<file path="src/rtl/seg7_scan_if.sv">
// seg7_scan_if: data and display bus of the seven-segment scan controller.
// The master side (system logic) drives enable, load and the packed value;
// the slave side (scan controller) returns the decoder nibble, active-low
// anodes, decimal point and the end-of-frame pulse.
interface seg7_scan_if #(
    parameter int NDIGITS = 4
);
    logic                   en;
    logic                   load;
    logic [4*NDIGITS-1:0]   value;
    logic [NDIGITS-1:0]     dp_in;
    logic [3:0]             hex;
    logic [NDIGITS-1:0]     an_n;
    logic                   dp_n;
    logic                   frame_done;

    modport master (
        output en, load, value, dp_in,
        input  hex, an_n, dp_n, frame_done
    );

    modport slave (
        input  en, load, value, dp_in,
        output hex, an_n, dp_n, frame_done
    );
endinterface : seg7_scan_if

</file>
<file path="src/rtl/seg7_scan_ctrl.sv">
// seg7_scan_ctrl: time-multiplexed scan controller for NDIGITS seven-segment
// digits sharing one hex decoder. Each digit owns a SCAN_DIV-cycle slot whose
// first BLANK_CYC cycles keep every anode off to suppress ghosting. New values
// are staged in pending registers and only become visible at a frame boundary.
// Optional feature: define SEG7_SCAN_LZS_EN for leading-zero suppression.
module seg7_scan_ctrl #(
    parameter int NDIGITS   = 4,
    parameter int SCAN_DIV  = 1000,
    parameter int BLANK_CYC = 16
) (
    input  logic        clk,
    input  logic        rst,
    seg7_scan_if.slave  bus
);
    localparam int CNT_W = $clog2(SCAN_DIV);
    localparam int IDX_W = $clog2(NDIGITS);

    logic [CNT_W-1:0]       r_cnt;
    logic [IDX_W-1:0]       r_idx;
    logic [4*NDIGITS-1:0]   r_shown;
    logic [NDIGITS-1:0]     r_shown_dp;
    logic [4*NDIGITS-1:0]   r_pend;
    logic [NDIGITS-1:0]     r_pend_dp;
    logic                   r_pend_flag;
    logic [3:0]             r_hex;
    logic [NDIGITS-1:0]     r_an_n;
    logic                   r_dp_n;
    logic                   r_frame_done;

    logic                   w_slot_end;
    logic                   w_wrap;
    logic                   w_in_blank;
    logic [3:0]             w_digit;
    logic                   w_digit_dp;
    logic [NDIGITS-1:0]     w_lz_mask;
    logic [3:0]             w_hex_nx;
    logic [NDIGITS-1:0]     w_an_nx;
    logic                   w_dp_nx;

    assign w_slot_end = bus.en && (r_cnt == CNT_W'(SCAN_DIV - 1));
    assign w_wrap     = w_slot_end && (r_idx == IDX_W'(NDIGITS - 1));
    assign w_in_blank = (r_cnt < CNT_W'(BLANK_CYC));
    assign w_digit    = r_shown[4*r_idx +: 4];
    assign w_digit_dp = r_shown_dp[r_idx];

    // Slot position: cnt runs through the slot, idx steps digits; both hold while disabled.
    always_ff @(posedge clk) begin
        // NOTE: state registers use non-blocking assignments so every flop
        // samples pre-edge values regardless of block evaluation order.
        if (rst) begin
            r_cnt <= '0;
            r_idx <= '0;
        end else if (bus.en) begin
            if (w_slot_end) begin
                r_cnt <= '0;
                r_idx <= (r_idx == IDX_W'(NDIGITS - 1)) ? '0 : r_idx + IDX_W'(1);
            end else begin
                r_cnt <= r_cnt + CNT_W'(1);
            end
        end
    end

    // Pending/shown staging: loads land in pending, pending moves to shown only on the frame wrap.
    always_ff @(posedge clk) begin
        // NOTE: the digit registers are plain flops, so they are reset along
        // with the control state; the first frame after reset shows zeros.
        if (rst) begin
            r_shown     <= '0;
            r_shown_dp  <= '0;
            r_pend      <= '0;
            r_pend_dp   <= '0;
            r_pend_flag <= 1'b0;
        end else begin
            if (w_wrap && r_pend_flag) begin
                r_shown    <= r_pend;
                r_shown_dp <= r_pend_dp;
            end
            // A load on the wrap cycle keeps the flag set so it applies one frame later.
            if (bus.load) begin
                r_pend      <= bus.value;
                r_pend_dp   <= bus.dp_in;
                r_pend_flag <= 1'b1;
            end else if (w_wrap) begin
                r_pend_flag <= 1'b0;
            end
        end
    end

`ifdef SEG7_SCAN_LZS_EN
    // Leading-zero mask: digit i>0 is hidden when it and every digit above it are zero, unless its dp is lit.
    always_comb begin
        logic zero_above;
        // NOTE: every combinational output gets a default before any branch,
        // so no path leaves it unassigned and no latch is inferred.
        w_lz_mask  = '0;
        zero_above = 1'b1;
        for (int i = NDIGITS - 1; i >= 1; i--) begin
            zero_above   = zero_above && (r_shown[4*i +: 4] == 4'h0);
            w_lz_mask[i] = zero_above && !r_shown_dp[i];
        end
    end
`else
    assign w_lz_mask = '0;
`endif

    // Next output values: one anode low outside the blanking window, dp follows the lit anode.
    always_comb begin
        w_hex_nx = w_digit;
        w_an_nx  = '1;
        w_dp_nx  = 1'b1;
        if (bus.en && !w_in_blank && !w_lz_mask[r_idx]) begin
            w_an_nx[r_idx] = 1'b0;
            w_dp_nx        = ~w_digit_dp;
        end
    end

    // Output registers: one cycle of latency; reset blanks the display and drops frame_done.
    always_ff @(posedge clk) begin
        if (rst) begin
            r_hex        <= 4'h0;
            r_an_n       <= '1;
            r_dp_n       <= 1'b1;
            r_frame_done <= 1'b0;
        end else begin
            r_hex        <= w_hex_nx;
            r_an_n       <= w_an_nx;
            r_dp_n       <= w_dp_nx;
            r_frame_done <= w_wrap;
        end
    end

    assign bus.hex        = r_hex;
    assign bus.an_n       = r_an_n;
    assign bus.dp_n       = r_dp_n;
    assign bus.frame_done = r_frame_done;

endmodule : seg7_scan_ctrl
</file>
<file path="src/flat_wrapper.sv">
// flat-port wrapper written by rule: the top's interface ports become plain ports
module seg7_scan_ctrl_flat 
#(
    parameter int NDIGITS   = 4,
    parameter int SCAN_DIV  = 1000,
    parameter int BLANK_CYC = 16
)
  (clk, rst, bus_en, bus_load, bus_value, bus_dp_in, bus_hex, bus_an_n, bus_dp_n, bus_frame_done);
  seg7_scan_if #(.NDIGITS(NDIGITS)) bus_i ();
  input  logic clk;
  input  logic rst;
  input wire logic [$bits(bus_i.en)-1:0] bus_en;
  input wire logic [$bits(bus_i.load)-1:0] bus_load;
  input wire logic [$bits(bus_i.value)-1:0] bus_value;
  input wire logic [$bits(bus_i.dp_in)-1:0] bus_dp_in;
  output wire logic [$bits(bus_i.hex)-1:0] bus_hex;
  output wire logic [$bits(bus_i.an_n)-1:0] bus_an_n;
  output wire logic [$bits(bus_i.dp_n)-1:0] bus_dp_n;
  output wire logic [$bits(bus_i.frame_done)-1:0] bus_frame_done;
  assign bus_i.en = bus_en;
  assign bus_i.load = bus_load;
  assign bus_i.value = bus_value;
  assign bus_i.dp_in = bus_dp_in;
  assign bus_hex = bus_i.hex;
  assign bus_an_n = bus_i.an_n;
  assign bus_dp_n = bus_i.dp_n;
  assign bus_frame_done = bus_i.frame_done;
  seg7_scan_ctrl #(.NDIGITS(NDIGITS), .SCAN_DIV(SCAN_DIV), .BLANK_CYC(BLANK_CYC)) u_core (.clk(clk), .rst(rst), .bus(bus_i));
endmodule
</file>
<file path="config.mk">
export PLATFORM = sky130hd
export DESIGN_NAME = seg7_scan_ctrl_flat
export DESIGN_NICKNAME = d
export VERILOG_FILES = /design/src/rtl/seg7_scan_if.sv /design/src/rtl/seg7_scan_ctrl.sv /design/src/flat_wrapper.sv
export SDC_FILE = /design/constraint.sdc
export NUM_CORES = 1
export LEC_CHECK = 0
export ABC_AREA = 1
export CAP_MARGIN = 10
export CORE_AREA = 2 2 78 80
export CTS_CLUSTER_DIAMETER = 40
export CTS_CLUSTER_SIZE = 20
export DETAILED_ROUTE_END_ITERATION = 10
export DIE_AREA = 0 0 80 82
export PLACE_DENSITY = 0.63
export SYNTH_ARGS = -nofsm -noshare
export SYNTH_HDL_FRONTEND = slang
export SYNTH_SLANG_ARGS = --single-unit
export TNS_END_PERCENT = 30
</file>
<file path="constraint.sdc">
create_clock -name clk -period 3.7 [get_ports clk]
set_input_delay 0.74 -clock clk [delete_from_list [all_inputs] [get_ports clk]]
set_output_delay 0.74 -clock clk [all_outputs]
set_load 0.02 [all_outputs]
</file>
==> impl_metrics.py <==
metrics = {
    "logic_synthesis": {
        "yosysMostFrequentCell": "nor2_1",
        "synth.net_count": 373,
        "synth_commonest_cells": "95 x nor2_1, 63 x dfxtp_1, 58 x nand2_1, 34 x o21ai_0, 29 x inv_1",
        "synth.avg_cell_area_um2": 7.33,
        "seq_area_frac_synth_pct": 50.0,
        "ys_top_cells_by_area": "dfxtp_1 50%, nor2_1 14%, nand2_1 8.6%, o21ai_0 6.8%, inv_1 4.3%",
        "synth_edf_count": 0,
        "ys.flop_type": "dfxtp_1",
        "synth_area_um2": 2520,
        "async_flop_share_pct": 0,
        "syn_inst": 344,
        "yosysWarnings": 0,
        "ys_types": 19,
        "netlist.top_cell.by_area": "dfxtp_1",
        "synth.top_cell.area_share_pct": 50.0,
        "synth-seq-cells": 63,
    },
    "min_path": {
        "worstHoldEndpoint": "u_core.r_shown[3]",
        "min_from": "u_core.r_pend[3]",
        "whs_path_depth": 2,
        "hp-class": "reg2reg",
    },
    "floorplan": {
        "die_h_um": 82,
        "row_count": 28,
        "core-area_um2": 5750,
        "num_io_pins": 34,
        "die-area_um2": 6560,
        "die-width_um": 80,
        "floorplan.initialDensity_pct": 43.9,
    },
    "global_routing": {
        "grt-ovfl-total": 0,
        "antenna_found_initial": 0,
        "track_usage_pct": 16.6,
        "busiest_layer": "met2",
        "grt_pass1_vias": 1827,
        "met3_usage_pct": 4.18,
        "grt_first_pass_wirelength_um": 8280,
        "grt_max_degree": 47,
        "grt_util_met2_pct": 25.5,
        "met1_usage_pct": 21.6,
    },
    "timing": {
        "finalMaxSlewViolations": 0,
        "setup_tns_ns": 0,
        "finalSetupViolations": 0,
        "tightest_slew_ns": 0.690,
        "min_period_ns": 2.21,
        "finalHoldViolCount": 0,
        "relSlewSlack_pct": 53.9,
        "fin_ws_ns": 1.49,
        "rsz0062_at_grt": "false",
        "timing.hold.ws_ns": 0.477,
        "timing.final.crit_share_pct": 59.7,
        "skew_ns": 0.00911,
        "fmax_mhz": 453,
    },
    "placed_design": {
        "dpl_cell_area_um2": 2880,
        "io_buffers": 33,
        "dpl_worst_slack_ns": 1.18,
        "hpwlAfterDp_um": 3140,
        "place_congestion": 0.814,
        "place_inst": 438,
    },
    "routing": {
        "ant_nets": 0,
        "routed_wl_um": 4960,
        "routedWlPerCell_um": 10.9,
        "drtIter0Drc": 106,
        "first_pass_iters": 4,
        "drcViolationCount": 0,
        "vias": 2067,
        "viasPerCell": 4.55,
    },
    "layout": {
        "syn_to_final_growth_pct": 22.4,
        "drive_above_1_share_pct": 6.07,
        "layoutNonFillerInstCount": 454,
        "antenna_cells": 0,
        "nets": 403,
        "fin_area_um2": 3090,
    },
    "critical_path": {
        "critPathArrivalTime_ns": 2.42,
        "crit_type": "in2reg",
        "reg2reg_to": "u_core.r_shown[7]",
        "worstSetupStartpointType": "primary input",
        "rr_worst_depth": 4,
        "reg2reg_slack_ns": 1.83,
        "rr_startpoint": "u_core.r_idx[0]",
        "cp_max_fo": 21,
        "crit_required_ns": 3.92,
        "cp-end-kind": "flop",
    },
    "clocking": {
        "clkTransAtPathRegs_ns": 0.07,
        "clk_latency_ns": 0.33,
        "cts-root-buf": "clkbuf_8",
        "clock-sinks": 63,
        "cts_setup_buffers": 0,
        "cts_tree": "yes",
        "clk_path_buf_depth": 2,
        "cts_resized": 0,
        "cts_hold_buf": 0,
        "cts-buffers-inserted": 9,
        "cts-htree-levels": 3,
    },
    "pwr": {
        "p_leak_nw": 1.40,
        "ir_drop_mv": 0.314,
        "power_density_nw_per_um2": 450,
    },
    "flow_run": {
        "max_cap_violations": 0,
    },
    "run_status": {
        "status": "finished, final reports clean",
    },
}
routing by layer:
metal | share of wire, % | vias to the layer above
met5 | 0 | -
met4 | 2.2 | 0
met3 | 3.4 | 9
met2 | 43 | 36
met1 | 51 | 896
li1 | - | 1126
worst max path at each step:
stage,start,end,slack [ns],cells past startpoint
final,bus_load,u_core.r_pend[11],1.49,4
after global routing,bus_load,u_core.r_pend[8],1.28,4
after CTS,bus_en,u_core.r_shown[7],1.49,6
after detailed placement,bus_load,u_core.r_pend_dp[0],1.18,4
after global placement,bus_en,u_core.r_shown[7],1.15,6
after floorplan,rst,u_core.r_shown[0],2.16,5
worst max-delay path: stages:
cell             delay [ns]
clkdlybuf4s50_1        0.88
inv_1                  0.51
nor2_1                 0.22
nor2_1                 0.06
per-stage QoR:
step | util [%] | total power [mW]
final | 53.7 | 1.39
after global placement | 50.1 | 0.787
after floorplan | - | 0.752
after detailed placement | 50.1 | 0.788
after global routing | 53.7 | 1.44
after CTS | 53.7 | 1.40
sequential cells by signal, indices dropped and copies added, names as in the netlist:
name and cells:
u_core.r_cnt 10, u_core.r_shown_dp 4, u_core.r_idx 2, u_core.bus.hex 4, u_core.r_shown 16, u_core.r_pend 16, u_core.bus.dp_n 1, u_core.bus.frame_done 1
u_core.r_pend_flag 1, u_core.r_pend_dp 4, u_core.bus.an_n 4
area by class of cell:
cell class                      count  area (µm²)
Clock buffer                       13         169
Multi-Input combinational cell    234        1060
Timing Repair Buffer               34         338
Sequential cell                    63        1260
Inverter                           32         120
Clock inverter                      3        40.0
Tap cell                           75        93.8
Fill cell                         576        2660
logic make-up (layout without fill, tap and decap cells):
group	count (synthesis)	in the layout	synth area share (%)
simple gates	172	172	27.8
flops	63	63	50.0
compound gates	53	53	10.5
buf+inv	47	82	7.75
fa+ha+maj	5	5	2.48
xor+xnor	4	4	1.39
where the power goes:
| group | internal, mW | total [mW] | switching, mW |
|---|---|---|---|
| Sequential | 0.696 | 0.706 | 0.0103 |
| Clock | 0.364 | 0.616 | 0.251 |
| Combinational | 0.0331 | 0.0666 | 0.0335 |
| Total | 1.09 | 1.39 | 0.295 |
placed cells by master, fill, tap and decap left out:
cell type,instances
clkinv_2,2
nor2_1,95
ha_1,5
nand2_2,2
clkbuf_8,12
bufinv_16,1
inv_1,29
nand3_1,10
xnor2_1,2
clkbuf_1,1
nor3_1,4
clkinv_1,1
nand4_4,1
inv_2,2
nand2_1,58
xor2_1,2
o21ai_0,34
dfxtp_1,63
clkdlybuf4s50_1,33
a21oi_1,19
buf_4,1
nor2_4,2
Note: power is estimated with default switching activity, not from simulation.
